$ cat src/rtl/adder_16bit_reg.sv
// adder_16bit_reg: registered 16-bit adder (two-level 4x4 carry-lookahead) with carry, overflow, zero and negative flags.
// Latency: 1 cycle from an accepted operand set to the result; throughput one result per cycle.
// Backpressure: none; every in_valid cycle is accepted once the reset release has completed.
// Optional feature: define ADDER16_SAT_EN to saturate sum on signed overflow (default build wraps).

module adder_16bit_reg (
    input  logic        clk,
    input  logic        rst_n,
    input  logic        in_valid,
    input  logic [15:0] a,
    input  logic [15:0] b,
    input  logic        cin,
    output logic        out_valid,
    output logic [15:0] sum,
    output logic        cout,
    output logic        overflow,
    output logic        zero,
    output logic        negative
);

    // Per-bit generate/propagate, per-group G/P, carries into each bit and each group.
    logic [15:0] w_g;
    logic [15:0] w_p;
    logic [15:0] w_c;
    logic [3:0]  w_gg;
    logic [3:0]  w_gp;
    logic [4:0]  w_cg;
    logic [15:0] w_sum_raw;
    logic [15:0] w_sum;
    logic        w_ovf;
    logic        w_accept;

    // Result and release registers.
    logic        r_rel;
    logic        r_vld;
    logic [15:0] r_sum;
    logic        r_cout;
    logic        r_ovf;
    logic        r_zero;
    logic        r_neg;

    // First-level lookahead: bit generate/propagate and group generate/propagate.
    always_comb begin
        w_g  = a & b;
        w_p  = a ^ b;
        w_gg = '0;
        w_gp = '0;
        for (int k = 0; k < 4; k++) begin
            w_gg[k] = w_g[4*k+3]
                    | (w_p[4*k+3] & w_g[4*k+2])
                    | (w_p[4*k+3] & w_p[4*k+2] & w_g[4*k+1])
                    | (w_p[4*k+3] & w_p[4*k+2] & w_p[4*k+1] & w_g[4*k]);
            w_gp[k] = w_p[4*k+3] & w_p[4*k+2] & w_p[4*k+1] & w_p[4*k];
        end
    end

    // Second-level lookahead: group carries c4/c8/c12/c16 straight from cin.
    always_comb begin
        w_cg[0] = cin;
        w_cg[1] = w_gg[0] | (w_gp[0] & cin);
        w_cg[2] = w_gg[1] | (w_gp[1] & w_gg[0]) | (w_gp[1] & w_gp[0] & cin);
        w_cg[3] = w_gg[2] | (w_gp[2] & w_gg[1]) | (w_gp[2] & w_gp[1] & w_gg[0])
                | (w_gp[2] & w_gp[1] & w_gp[0] & cin);
        w_cg[4] = w_gg[3] | (w_gp[3] & w_gg[2]) | (w_gp[3] & w_gp[2] & w_gg[1])
                | (w_gp[3] & w_gp[2] & w_gp[1] & w_gg[0])
                | (w_gp[3] & w_gp[2] & w_gp[1] & w_gp[0] & cin);
    end

    // In-group carries, expanded in lookahead form from each group's carry-in.
    always_comb begin
        w_c = '0;
        for (int k = 0; k < 4; k++) begin
            w_c[4*k]   = w_cg[k];
            w_c[4*k+1] = w_g[4*k] | (w_p[4*k] & w_cg[k]);
            w_c[4*k+2] = w_g[4*k+1] | (w_p[4*k+1] & w_g[4*k])
                       | (w_p[4*k+1] & w_p[4*k] & w_cg[k]);
            w_c[4*k+3] = w_g[4*k+2] | (w_p[4*k+2] & w_g[4*k+1])
                       | (w_p[4*k+2] & w_p[4*k+1] & w_g[4*k])
                       | (w_p[4*k+2] & w_p[4*k+1] & w_p[4*k] & w_cg[k]);
        end
    end

    // Sum bits and signed overflow, judged on the unsaturated (wrapped) result.
    always_comb begin
        w_sum_raw = w_p ^ w_c;
        w_ovf     = (a[15] == b[15]) && (w_sum_raw[15] != a[15]);
    end

`ifdef ADDER16_SAT_EN
    // Clamp to the representable extreme matching the operands' common sign.
    always_comb begin
        w_sum = w_sum_raw;
        if (w_ovf) begin
            w_sum = a[15] ? 16'h8000 : 16'h7FFF;
        end
    end
`else
    // Plain modulo-2^16 result.
    always_comb begin
        w_sum = w_sum_raw;
    end
`endif

    // Operands are taken only once the release flop has armed.
    always_comb begin
        w_accept = in_valid & r_rel;
    end

    // Reset release: the first edge after rst_n rises only arms r_rel (shift stage one),
    // and the result registers act as the second stage, so the second edge is the first
    // one that can accept operands.
    always_ff @(posedge clk or negedge rst_n) begin
        if (!rst_n) begin
            r_rel <= 1'b0;
        end else begin
            r_rel <= 1'b1;
        end
    end

    // Result registers: load on accept, otherwise hold; out_valid tracks acceptance.
    always_ff @(posedge clk or negedge rst_n) begin
        if (!rst_n) begin
            r_vld  <= 1'b0;
            r_sum  <= 16'h0000;
            r_cout <= 1'b0;
            r_ovf  <= 1'b0;
            r_zero <= 1'b0;
            r_neg  <= 1'b0;
        end else begin
            r_vld <= w_accept;
            if (w_accept) begin
                r_sum  <= w_sum;
                r_cout <= w_cg[4];
                r_ovf  <= w_ovf;
                r_zero <= (w_sum == 16'h0000);
                r_neg  <= w_sum[15];
            end
        end
    end

    assign out_valid = r_vld;
    assign sum       = r_sum;
    assign cout      = r_cout;
    assign overflow  = r_ovf;
    assign zero      = r_zero;
    assign negative  = r_neg;

endmodule

$ cat config.mk
export PLATFORM = sky130hd
export DESIGN_NAME = adder_16bit_reg
export DESIGN_NICKNAME = d
export VERILOG_FILES = /design/src/rtl/adder_16bit_reg.sv
export SDC_FILE = /design/constraint.sdc
export NUM_CORES = 1
export LEC_CHECK = 0
export CAP_MARGIN = 0
export CORE_MARGIN = 2
export CORE_UTILIZATION = 30
export DETAILED_ROUTE_END_ITERATION = 8
export HOLD_SLACK_MARGIN = 0.15
export PLACE_DENSITY = 0.66
export SKIP_CTS_REPAIR_TIMING = 1
export SYNTH_ARGS = -nofsm -noshare
export SYNTH_HDL_FRONTEND = slang
export SYNTH_SLANG_ARGS = --single-unit
$ cat constraint.sdc
create_clock -name clk -period 2.09 [get_ports clk]
set_input_delay 0.209 -clock clk [delete_from_list [all_inputs] [get_ports clk]]
set_output_delay 0.209 -clock clk [all_outputs]
set_load 0.01 [all_outputs]
* Word-level counts from Yosys, hierarchy flattened
Index checks and enable logic that the tools add are counted.
** Storage, ports and cells
- Bits in registers :: 22
- Bits of input ports :: 36
- Output and inout port bits :: 21
** Cells by class
- Eq/ne operators :: 2
- Bitwise operators :: 126
- Reduce and logical (&&, ||, !) cells :: 2
** Operators by type and width (number)
- $and A1 B1 Y1 :: 77
- $or A1 B1 Y1 :: 46
- $xor A16 B16 Y16 :: 2
- $and A16 B16 Y16 :: 1
- $logic_not A16 Y1 :: 1
- $eq A1 B1 Y1 :: 1
- $logic_and A1 B1 Y1 :: 1
- $ne A1 B1 Y1 :: 1

* Logic depth before layout (Yosys ltp)
Gate-level depths: netlist of run 1.
- Word-level depth :: 14
- Gate-level depth with buffers :: 12

* Worst setup path after synthesis of run 1
Ideal clock, no wire load.
- Path kind :: input -> register
- Start point :: input port a[2]
- End point :: register r_zero (netlist: zero)
- Library setup time :: 0.104 ns
- Data arrival time :: 3.052 ns
- Path slack :: -1.065 ns
- Stages on the path :: 11
- Buffers on the path :: 0
- Cells stage by stage :: ha_1 > a21o_1 > a21oi_2 > a21oi_2 > o21ai_1 > nand2_1 > or2_2 > fa_1 > or4_1 > or4_1 > o41ai_2
** On the way
- Elaborated cells on any way between the ends :: 51
- Those cells by class :: bitwise (50); reduce/logical (1)
** RTL lines
- start: declaration :: RTL line 10 : input logic [15:0] a,
- $and A16 B16 Y16 / $xor A16 B16 Y16 (equally long branches) :: RTL line 44, 45
- $and A1 B1 Y1, on equally long branches
- $or A1 B1 Y1, or another cell as far along :: RTL line 50 : | (w_p[4*k+3] & w_g[4*k+2])
- $or A1 B1 Y1 / $and A1 B1 Y1 (equally long branches) :: RTL line 51, 52
- $or A1 B1 Y1 :: RTL line 52 : | (w_p[4*k+3] & w_p[4*k+2] & w_p[4*k+1] & w_g[4*k]);
- $and A1 B1 Y1 :: RTL line 62 : w_cg[3] = w_gg[2] | (w_gp[2] & w_gg[1]) | (w_gp[2] & w_gp[1] & w_gg[0])
- $or A1 B1 Y1 :: RTL line 62
- $or A1 B1 Y1 * :: RTL line 63 : | (w_gp[2] & w_gp[1] & w_gp[0] & cin);
- $xor A16 B16 Y16 * :: RTL line 85 : w_sum_raw = w_p ^ w_c;
- via w_sum[12] :: RTL line 29 : logic [15:0] w_sum;
- $logic_not A16 Y1 * :: RTL line 135 : r_zero <= (w_sum == 16'h0000);
- end signal: assignment :: RTL line 135
- end: declaration :: RTL line 39 : logic r_zero;
The timed path passes the listed nets; every way through them passes the cells marked *.
A chain may end at the register's enable or synchronous reset.

* Final worst setup path of run 1
- Start point :: input port b[11]
- End point :: register r_zero (netlist: zero)
** On the way
- Elaborated cells on any way between the ends :: 27
- Those cells by class :: bitwise (26); reduce/logical (1)
** RTL lines
- start: declaration :: RTL line 11 : input logic [15:0] b,
- $xor A16 B16 Y16 :: RTL line 45 : w_p = a ^ b;
- $and A1 B1 Y1, on equally long branches
- $or A1 B1 Y1, or another cell as far along :: RTL line 50
- $or A1 B1 Y1, or another cell as far along :: RTL line 51 : | (w_p[4*k+3] & w_p[4*k+2] & w_g[4*k+1])
- $or A1 B1 Y1, or another cell as far along :: RTL line 52
- $or A1 B1 Y1, or another cell as far along :: RTL line 62
- $or A1 B1 Y1 / $and A1 B1 Y1 (equally long branches) :: RTL line 62, 63
- $or A1 B1 Y1 * :: RTL line 63
- $xor A16 B16 Y16 * :: RTL line 85
- via w_sum[12] :: RTL line 29
- $logic_not A16 Y1 * :: RTL line 135
Marks and branches as above.

==> impl_metrics.yaml, run 1 <==
global_route:
  grt_max_degree: 34
  antenna_found_initial: 0
  grt_usage: 0.1423
  grt_pass1_wl_mm: 6.072
  grt_pass1_vias: 1422
  grt_overflow: 0
logic_synthesis:
  yosys_warnings: 0
  syn_nets: 203
  netlist_area_um2: 1475
  synth.lib_cells_used.distinct: 37
  synth_seq_area_share: 0.3562
  syn_avg_cell_area_um2: 10.04
  synthCells: 147
  yosys_register_bits: 21
critical_path:
  crit_type: "input port to flip-flop"
  end_kind: "flip-flop"
  critPathArrivalTime_ns: 3.30
  crit_required_ns: 2.26
  crit_fanout: 3
  rrSetupSlack_ns: 0.77
  r2r_end: "zero"
  rr_startpoint: "r_rel"
  start_kind: "input port"
  reg2regPathDepth: 3
clock_tree:
  h-tree-depth: 1
  clk_latency_ns: 0.26
  cts_tree: "yes"
  cts_buffer_depth: 2
  root_buffer: "clkbuf_8"
  clkTransAtPathRegs_ns: 0.08
  cts_buffers: 3
  clock-sinks: 21
detailed_routing:
  drtIter0Drc: 63
  vias_per_cell: 4.544
  post-route-drc-count: 0
  first_pass_iters: 4
  num_vias: 1395
  ant_nets: 0
  wire_per_inst_um: 12.16
  drt-total-wl_mm: 3.732
sta:
  post-route-period-util: 1.501
  drv_slew: 0
  rsz0062_at_grt: "true"
  max_freq_mhz: 318.8
  hold_viol: 0
  fin_worst_skew_ns: 0.006457
  finalSetupViolCount: 3
  tns_ns: -1.100
  min_period_ns: 3.137
  worst_slack_ns: -1.047
final_layout:
  diodes: 0
  fill_cells: 421
  register_area_um2: 525.5
  layout-drive-gt1-share: 0.3375
  stdcell_area_um2: 2668
  finalNonFillerCells: 307
  fin_nets: 297
  multi_input_area_um2: 1131
  areaGrowthSynthToFinish_pct: 80.83
  fin_util: 0.5648
pwr:
  p_leak_nw: 1.341
  p_per_area_nw_per_um2: 575.8
  p_total_mw: 1.536
  vdd_drop_max_mv: 0.2276
placed_design:
  portBuffers: 56
  dp_hpwl_mm: 2.933
  gp_congestion: 0.7888
  placed_area_um2: 2384
  dp.cells: 300
floorplan:
  dieArea_um2: 5494
  die_w_um: 74.12
  row_count: 25
  core_um2: 4723
  io_pins: 57
  start_util: 0.3123
  die_height_um: 74.12
status:
  status: "finished with violations"
  violations: "setup timing"
min_path:
  hold_path.class: "input port to async pin"
job:
  max_cap_viol_count: 0
-- how the worst max path moves through the flow --
stage	endpoint	start	slack [ns]	cells past startpoint
5_1_grt	zero	b[2]	-1.12	12
3_5_place_dp	zero	a[2]	-1.40	12
4_1_cts	zero	a[2]	-1.12	12
3_3_place_gp	zero	a[2]	-1.32	12
6_report	zero	b[11]	-1.05	11
2_1_floorplan	zero	a[2]	-0.76	11
-- per-layer routing --
metal,part of all wire,vias to the layer above,routed length [um],global-route usage
met5,0,-,0,0
met4,0.0083,0,31,0.03636
met3,0.046,4,173,0.03117
met2,0.51,28,1891,0.2460
met1,0.44,650,1635,0.1801
li1,-,713,-,-
-- cells by family after synthesis --
family / share of synthesized area
AO/OA/AOI/OAI: 0.1790
XOR/XNOR: 0.05937
adder cells (fa/ha/maj): 0.1900
buffers and inverters: 0.01527
flip-flops: 0.3562
multiplexers: 0.03053
other: 0.002542
AND/OR/NAND/NOR: 0.1671
-- cells in the mapped netlist --
cell type | instances | area (um^2)
buf_4 | 1 | 7.510
o21a_1 | 1 | 7.510
ha_1 | 16 | 200.2
nor3_1 | 2 | 10.01
or4_1 | 2 | 15.01
o21bai_2 | 1 | 11.26
xnor2_1 | 4 | 35.03
fa_1 | 4 | 80.08
mux2_2 | 4 | 45.04
nand2b_1 | 2 | 12.51
nand4_1 | 3 | 18.77
nor3_4 | 1 | 16.27
and3_1 | 1 | 6.260
clkbuf_1 | 3 | 11.26
and3_4 | 1 | 11.26
nand2_1 | 21 | 78.83
a2bb2oi_1 | 1 | 8.760
a21oi_2 | 2 | 17.52
o31ai_1 | 5 | 37.54
and2_1 | 1 | 6.260
o21ai_0 | 7 | 35.03
nor4_1 | 1 | 6.260
a31oi_2 | 1 | 12.51
nor2_1 | 9 | 33.78
xor2_1 | 6 | 52.55
a21o_1 | 7 | 52.55
a21boi_1 | 1 | 7.510
o21ai_1 | 3 | 15.01
a21oi_1 | 4 | 20.02
o41ai_2 | 1 | 16.27
nand3_1 | 2 | 10.01
and3b_1 | 1 | 8.760
a22oi_1 | 3 | 22.52
conb_1 | 1 | 3.750
inv_1 | 1 | 3.750
or2_2 | 2 | 12.51
dfrtp_1 | 21 | 525.5
-- flip-flops by register name, summed over array words and instances (netlist names) --
| register | cells |
|---|---|
| cout | 1 |
| sum | 16 |
| out_valid | 1 |
| r_rel | 1 |
| zero | 1 |
| overflow | 1 |
-- cell type report --
type,count,share of cell area
multi-input combinational,121,0.4240
sequential,21,0.1970
tap,67,0.03143
timing repair buffer,93,0.3293
inverter,1,0.001407
clock buffer,4,0.01689
-- worst max-delay path, cell delays in order --
cell,delay [ns]
clkdlybuf4s50_1,0.50
ha_4,0.22
nand2_2,0.09
nor2_2,0.05
a21oi_2,0.13
nand2_1,0.09
or2_4,0.26
fa_2,0.45
or4_1,0.48
or4_4,0.54
o41ai_4,0.28
-- layout by cell type (no fill, tap or decap), drive strengths merged, types with 5 or more instances in the layout --
cell type | synthesis | final
a21o | 7 | 7
a21oi | 6 | 6
buf | 1 | 39
clkbuf | 3 | 6
clkdlybuf4s50 | 0 | 33
dfrtp | 21 | 21
dlymetal6s2s | 0 | 19
ha | 16 | 16
nand2 | 21 | 21
nor2 | 9 | 9
o21ai | 10 | 10
o31ai | 5 | 5
xor2 | 6 | 6
-- power breakdown --
part           total [mW]  internal, mW  switching (mW)
Clock               0.268         0.136           0.132
Sequential          0.532         0.485          0.0469
Combinational       0.736         0.435           0.301
Total                1.54          1.06           0.480
-- metrics by stage --
stage / hold WS (ns) / setup slack (ns)
floorplan: -0.08659 / -0.7555
global placement: 0.4652 / -1.325
detailed placement: 0.4785 / -1.396
CTS: 0.3073 / -1.118
global route: 0.3196 / -1.124
finish: 0.2974 / -1.047
Note: power is estimated with default switching activity, not from simulation.
==> inputs of run 2 (changes only) <==
--- a/config.mk
+++ b/config.mk
@@ -9,9 +9,11 @@
 export CORE_MARGIN = 2
 export CORE_UTILIZATION = 30
 export DETAILED_ROUTE_END_ITERATION = 8
+export DONT_BUFFER_PORTS = 1
 export HOLD_SLACK_MARGIN = 0.15
-export PLACE_DENSITY = 0.66
+export PLACE_DENSITY = 0.52
 export SKIP_CTS_REPAIR_TIMING = 1
+export SKIP_LAST_GASP = 1
 export SYNTH_ARGS = -nofsm -noshare
 export SYNTH_HDL_FRONTEND = slang
 export SYNTH_SLANG_ARGS = --single-unit
==> impl_metrics.yaml, run 2 (synthesis results as in run 1) <==
global_route:
  grt_usage: 0.1286
  top_usage_layer: "met2"
  antenna_found_initial: 0
  use_met2: 0.2192
  grt_max_degree: 34
  grt_overflow: 0
  met1_usage: 0.1561
  grt_pass1_vias: 1217
  grt_pass1_wl_mm: 5.485
  met3_usage: 0.03117
clock_tree:
  clk_latency_ns: 0.25
  h-tree-depth: 1
  clock-sinks: 21
  cts_buffers: 3
  root_buffer: "clkbuf_8"
  cts_tree: "yes"
  cts_buffer_depth: 2
  clkTransAtPathRegs_ns: 0.07
sta:
  tightest_slew_ns: 0.9317
  finalSetupViolCount: 1
  post-route-period-util: 1.291
  drv_slew: 0
  max_freq_mhz: 370.6
  rsz0062_at_grt: "true"
  slew_headroom: 0.3768
  worst_slack_ns: -0.6085
  min_period_ns: 2.699
  hold_viol: 0
  fin_worst_skew_ns: 0.002611
pwr:
  sequentialPowerShare: 0.472
  p_total_mw: 1.238
  pwr-share-clk: 0.207
  vdd_drop_max_mv: 0.2117
  intPower_uw: 828.0
  p_per_area_nw_per_um2: 681.6
  p_leak_nw: 0.8510
  swShare: 0.3313
  combPwrFrac: 0.321
  switchingPower_uw: 410.2
floorplan:
  dieArea_um2: 5494
  start_util: 0.3123
  row_count: 25
  die_height_um: 74.12
  io_pins: 57
  core_um2: 4723
  die_w_um: 74.12
detailed_routing:
  first_pass_iters: 3
  vias_per_cell: 4.899
  post-route-drc-count: 0
  wire_per_inst_um: 14.23
  ant_nets: 0
  drtIter0Drc: 44
  num_vias: 1166
  drt-total-wl_mm: 3.386
placed_design:
  portBuffers: 0
  dp_hpwl_mm: 2.904
  gp_congestion: 0.8010
job:
  max_cap_viol_count: 0
final_layout:
  layout-drive-gt1-share: 0.2690
  diodes: 0
  register_area_um2: 525.5
  mostFrequentLayoutCells: "buf_4, nand2_1, dfrtp_1"
  largest_register_ff_count: 16
  areaGrowthSynthToFinish_pct: 23.16
  multi_input_area_um2: 975.9
  final_common_cell: "buf_4"
  fin_util: 0.3846
  fin_nets: 228
  fill_cells: 487
critical_path:
  crit_fanout: 3
  crit_type: "input port to flip-flop"
  critPathBufInv: 0
  crit_required_ns: 2.25
  start_kind: "input port"
  worstPathCellList: "ha_1 -> a21o_1 -> nand4_1 -> a21oi_2 -> or2_2 -> fa_1 -> or4_1 -> or4_4 -> o41ai_2"
  critPathArrivalTime_ns: 2.86
  crit_slowest_cell: "fa_1"
  end_kind: "flip-flop"
  crit_family: "simple AND/OR/NAND/NOR gates"
  slowest_delay_ns: 0.49
status:
  status: "finished with violations"
  violations: "setup timing"
min_path:
  hold_path.class: "input port to flip-flop"
==> run 2: cell types whose count changed in the layout (fill, tap and decap cells not counted), moves of 3 or more <==
cell,before,now
clkdlybuf4s50_1,33,0
dlymetal6s2s_1,19,0
buf_4,37,23
ha_1,4,14
ha_4,9,2
a21oi_4,3,0
ha_2,3,0
==> run 2: metrics by stage <==
| step | setup TNS (ns) | setup slack (ns) | hold WS, ns | instance area (um^2) | cells |
|---|---|---|---|---|---|
| after global placement | -1.260 | -0.8473 | -0.08603 | 1740 | 233 |
| after global routing | -0.7354 | -0.7354 | 0.2107 | 1817 | 238 |
| after CTS | -0.6710 | -0.6710 | -0.3648 | 1785 | 237 |
| after detailed placement | -1.456 | -0.9330 | -0.08607 | 1740 | 233 |
| after floorplan | -0.7555 | -0.7555 | -0.08659 | 1503 | 147 |
| final | -0.6085 | -0.6085 | 0.1883 | 1817 | 238 |
==> run 2: final cells by class <==
class,instances,area share
clock buffers,4,0.02479
inverters,1,0.002066
multi-input cells,121,0.5372
flip-flops and latches,21,0.2893
well taps,67,0.04614
repair buffers,24,0.1006
==> run 2: routing by layer <==
| metal | share of wire | vias to the layer above |
|---|---|---|
| li1 | - | 575 |
| met2 | 0.50 | 43 |
| met1 | 0.41 | 540 |
| met5 | 0 | - |
| met3 | 0.060 | 8 |
| met4 | 0.025 | 0 |
==> run 2: final timing paths <==
check                      depth (start not counted)    start  slack (ns)  endpoint
setup / recovery                                   9     a[0]       -0.61      zero
hold / removal                                     2    a[15]        0.19  overflow
setup reg to reg                                   3    r_rel        0.83    sum[8]
hold reg to reg                                    2  sum[13]        0.55   sum[13]
max in group asynchronous                          1    rst_n        0.98    sum[2]
min in group asynchronous                          1    rst_n        0.54   sum[13]
==> run 2: worst reg2reg max path, stage by stage (launching register included) <==
cell and delay (ns):
dfrtp_1 0.36, nand2_1 0.09, buf_4 0.32, mux2_2 0.38
==> run 2: power by group through the flow <==
| stage | clock network (mW) | logic (mW) | registers, mW |
|---|---|---|---|
| 2_1_floorplan | 0 | 0.267 | 0.569 |
| 3_5_place_dp | 0 | 0.384 | 0.596 |
| 5_1_grt | 0.280 | 0.454 | 0.594 |
| 6_report | 0.256 | 0.398 | 0.584 |
| 4_1_cts | 0.265 | 0.385 | 0.587 |
| 3_3_place_gp | 0 | 0.372 | 0.593 |
==> inputs of run 3 (changes only) <==
--- a/config.mk
+++ b/config.mk
@@ -10,6 +10,7 @@
 export CORE_UTILIZATION = 30
 export DETAILED_ROUTE_END_ITERATION = 8
 export DONT_BUFFER_PORTS = 1
+export GPL_TIMING_DRIVEN = 0
 export HOLD_SLACK_MARGIN = 0.15
 export PLACE_DENSITY = 0.52
 export SKIP_CTS_REPAIR_TIMING = 1
==> impl_metrics.yaml, run 3 (synthesis results as in run 1) <==
job:
  max_cap_viol_count: 0
placed_design:
  placed_area_um2: 1587
  portBuffers: 0
  dp_hpwl_mm: 2.771
  gp_congestion: 0.7102
  dpl_worst_slack_ns: -1.038
sta:
  rsz0062_at_grt: "true"
  hold_viol: 0
  max_freq_mhz: 357.7
  worst_slack_ns: -0.7055
  tightest_slew_ns: 0.8990
  finalSetupViolCount: 1
  min_period_ns: 2.796
  fin_worst_skew_ns: 0.0005914
  post-route-period-util: 1.338
  slew_headroom: 0.3987
  drv_slew: 0
critical_path:
  worstPathCellList: "ha_4 -> a21o_1 -> a21oi_2 -> a21oi_2 -> o21ai_2 -> nand2_1 -> or2_4 -> fa_1 -> or4_1 -> or4_1 -> o41ai_2"
  start_kind: "input port"
  worst-path-stages: 11
  end_kind: "flip-flop"
  rr_startpoint: "r_rel"
  crit_required_ns: 2.25
  crit_type: "input port to flip-flop"
  startpoint: "a[2]"
  crit_slowest_cell: "or4_1"
  crit_fanout: 5
  slowest_delay_ns: 0.50
  crit_family: "simple AND/OR/NAND/NOR gates"
  critPathBufInv: 0
  critPathArrivalTime_ns: 2.95
  reg2regPathDepth: 3
final_layout:
  diodes: 0
  stdcell_area_um2: 1665
  largest_register_ff_count: 16
  mostFrequentLayoutCells: "dfrtp_1, nand2_1, ha_1"
  final_common_cell: "dfrtp_1"
  areaGrowthSynthToFinish_pct: 12.89
  fin_nets: 209
  layout-drive-gt1-share: 0.1645
global_route:
  grt_pass1_vias: 1031
  antenna_found_initial: 0
  grt_pass1_wl_mm: 4.968
  grt_max_degree: 22
  grt_usage: 0.1190
  grt_overflow: 0
floorplan:
  dieArea_um2: 5494
  core_um2: 4723
  die_height_um: 74.12
  die_w_um: 74.12
  io_pins: 57
  row_count: 25
  start_util: 0.3123
clock_tree:
  cts_tree: "yes"
  clkTransAtPathRegs_ns: 0.07
  clock-sinks: 21
  cts_buffer_depth: 2
  cts_buffers: 3
  clk_latency_ns: 0.25
  h-tree-depth: 1
  root_buffer: "clkbuf_8"
status:
  status: "finished with violations"
  violations: "setup timing"
detailed_routing:
  drtIter0Drc: 74
  post-route-drc-count: 0
  ant_nets: 0
  drt-total-wl_mm: 3.252
  vias_per_cell: 4.927
  first_pass_iters: 4
  wire_per_inst_um: 14.85
  num_vias: 1079
pwr:
  p_leak_nw: 0.7461
  p_per_area_nw_per_um2: 712.0
  vdd_drop_max_mv: 0.1967
min_path:
  hold_depth: 2
  hold_path.class: "input port to flip-flop"
  holdCritStartpoint: "a[15]"
[run 3: path summary, 6_finish.rpt]
check                           end  slack [ns]
max                            zero       -0.71
min                        overflow        0.20
max reg2reg                  sum[0]        0.65
min reg2reg                  sum[1]        0.56
max in group asynchronous    sum[1]        1.01
min in group asynchronous     r_rel        0.53
[run 3: layer usage]
metal | up-vias | wire length [um] | share of wire | GRT usage
met3 | 2 | 263 | 0.081 | 0.03930
met2 | 36 | 1591 | 0.49 | 0.1915
met1 | 499 | 1382 | 0.42 | 0.1572
met5 | - | 0 | 0 | 0
met4 | 0 | 15 | 0.0046 | 0.02424
li1 | 542 | - | - | -
[run 3: final cells by class]
cell class	instances	area, um^2
timing repair buffer	1	10.01
sequential	21	525.5
buffer	4	18.77
tap	67	83.83
multi-input combinational	121	978.4
fill	472	3058
clock buffer	4	45.04
inverter	1	3.754
[run 3: metrics by stage]
stage | power, mW | std cells | utilization | hold WS (ns) | setup TNS [ns]
after floorplan | 0.8361 | 147 | - | -0.08659 | -0.7555
after global placement | 0.9126 | 214 | 0.3359 | -0.08606 | -1.486
after detailed placement | 0.9279 | 214 | 0.3359 | -0.08597 | -1.519
after CTS | 1.184 | 218 | 0.3454 | -0.3624 | -0.7687
after global routing | 1.272 | 219 | 0.3526 | 0.2172 | -0.8227
final | 1.186 | 219 | 0.3526 | 0.1979 | -0.7055
[run 3: power by group]
group | total, mW | internal (mW) | switching, mW | leakage (nW)
clock | 0.254 | 0.135 | 0.119 | 0.0228
combinational | 0.348 | 0.164 | 0.184 | 0.465
sequential | 0.583 | 0.485 | 0.0978 | 0.258
total | 1.19 | 0.785 | 0.401 | 0.746
[run 3: worst register-to-register path: cells and delay by family, from the launching register on]
kind          cells  cell delay [ns]
simple gates      1             0.17
flops             1             0.36
buf+inv           1             0.41
mux               1             0.39
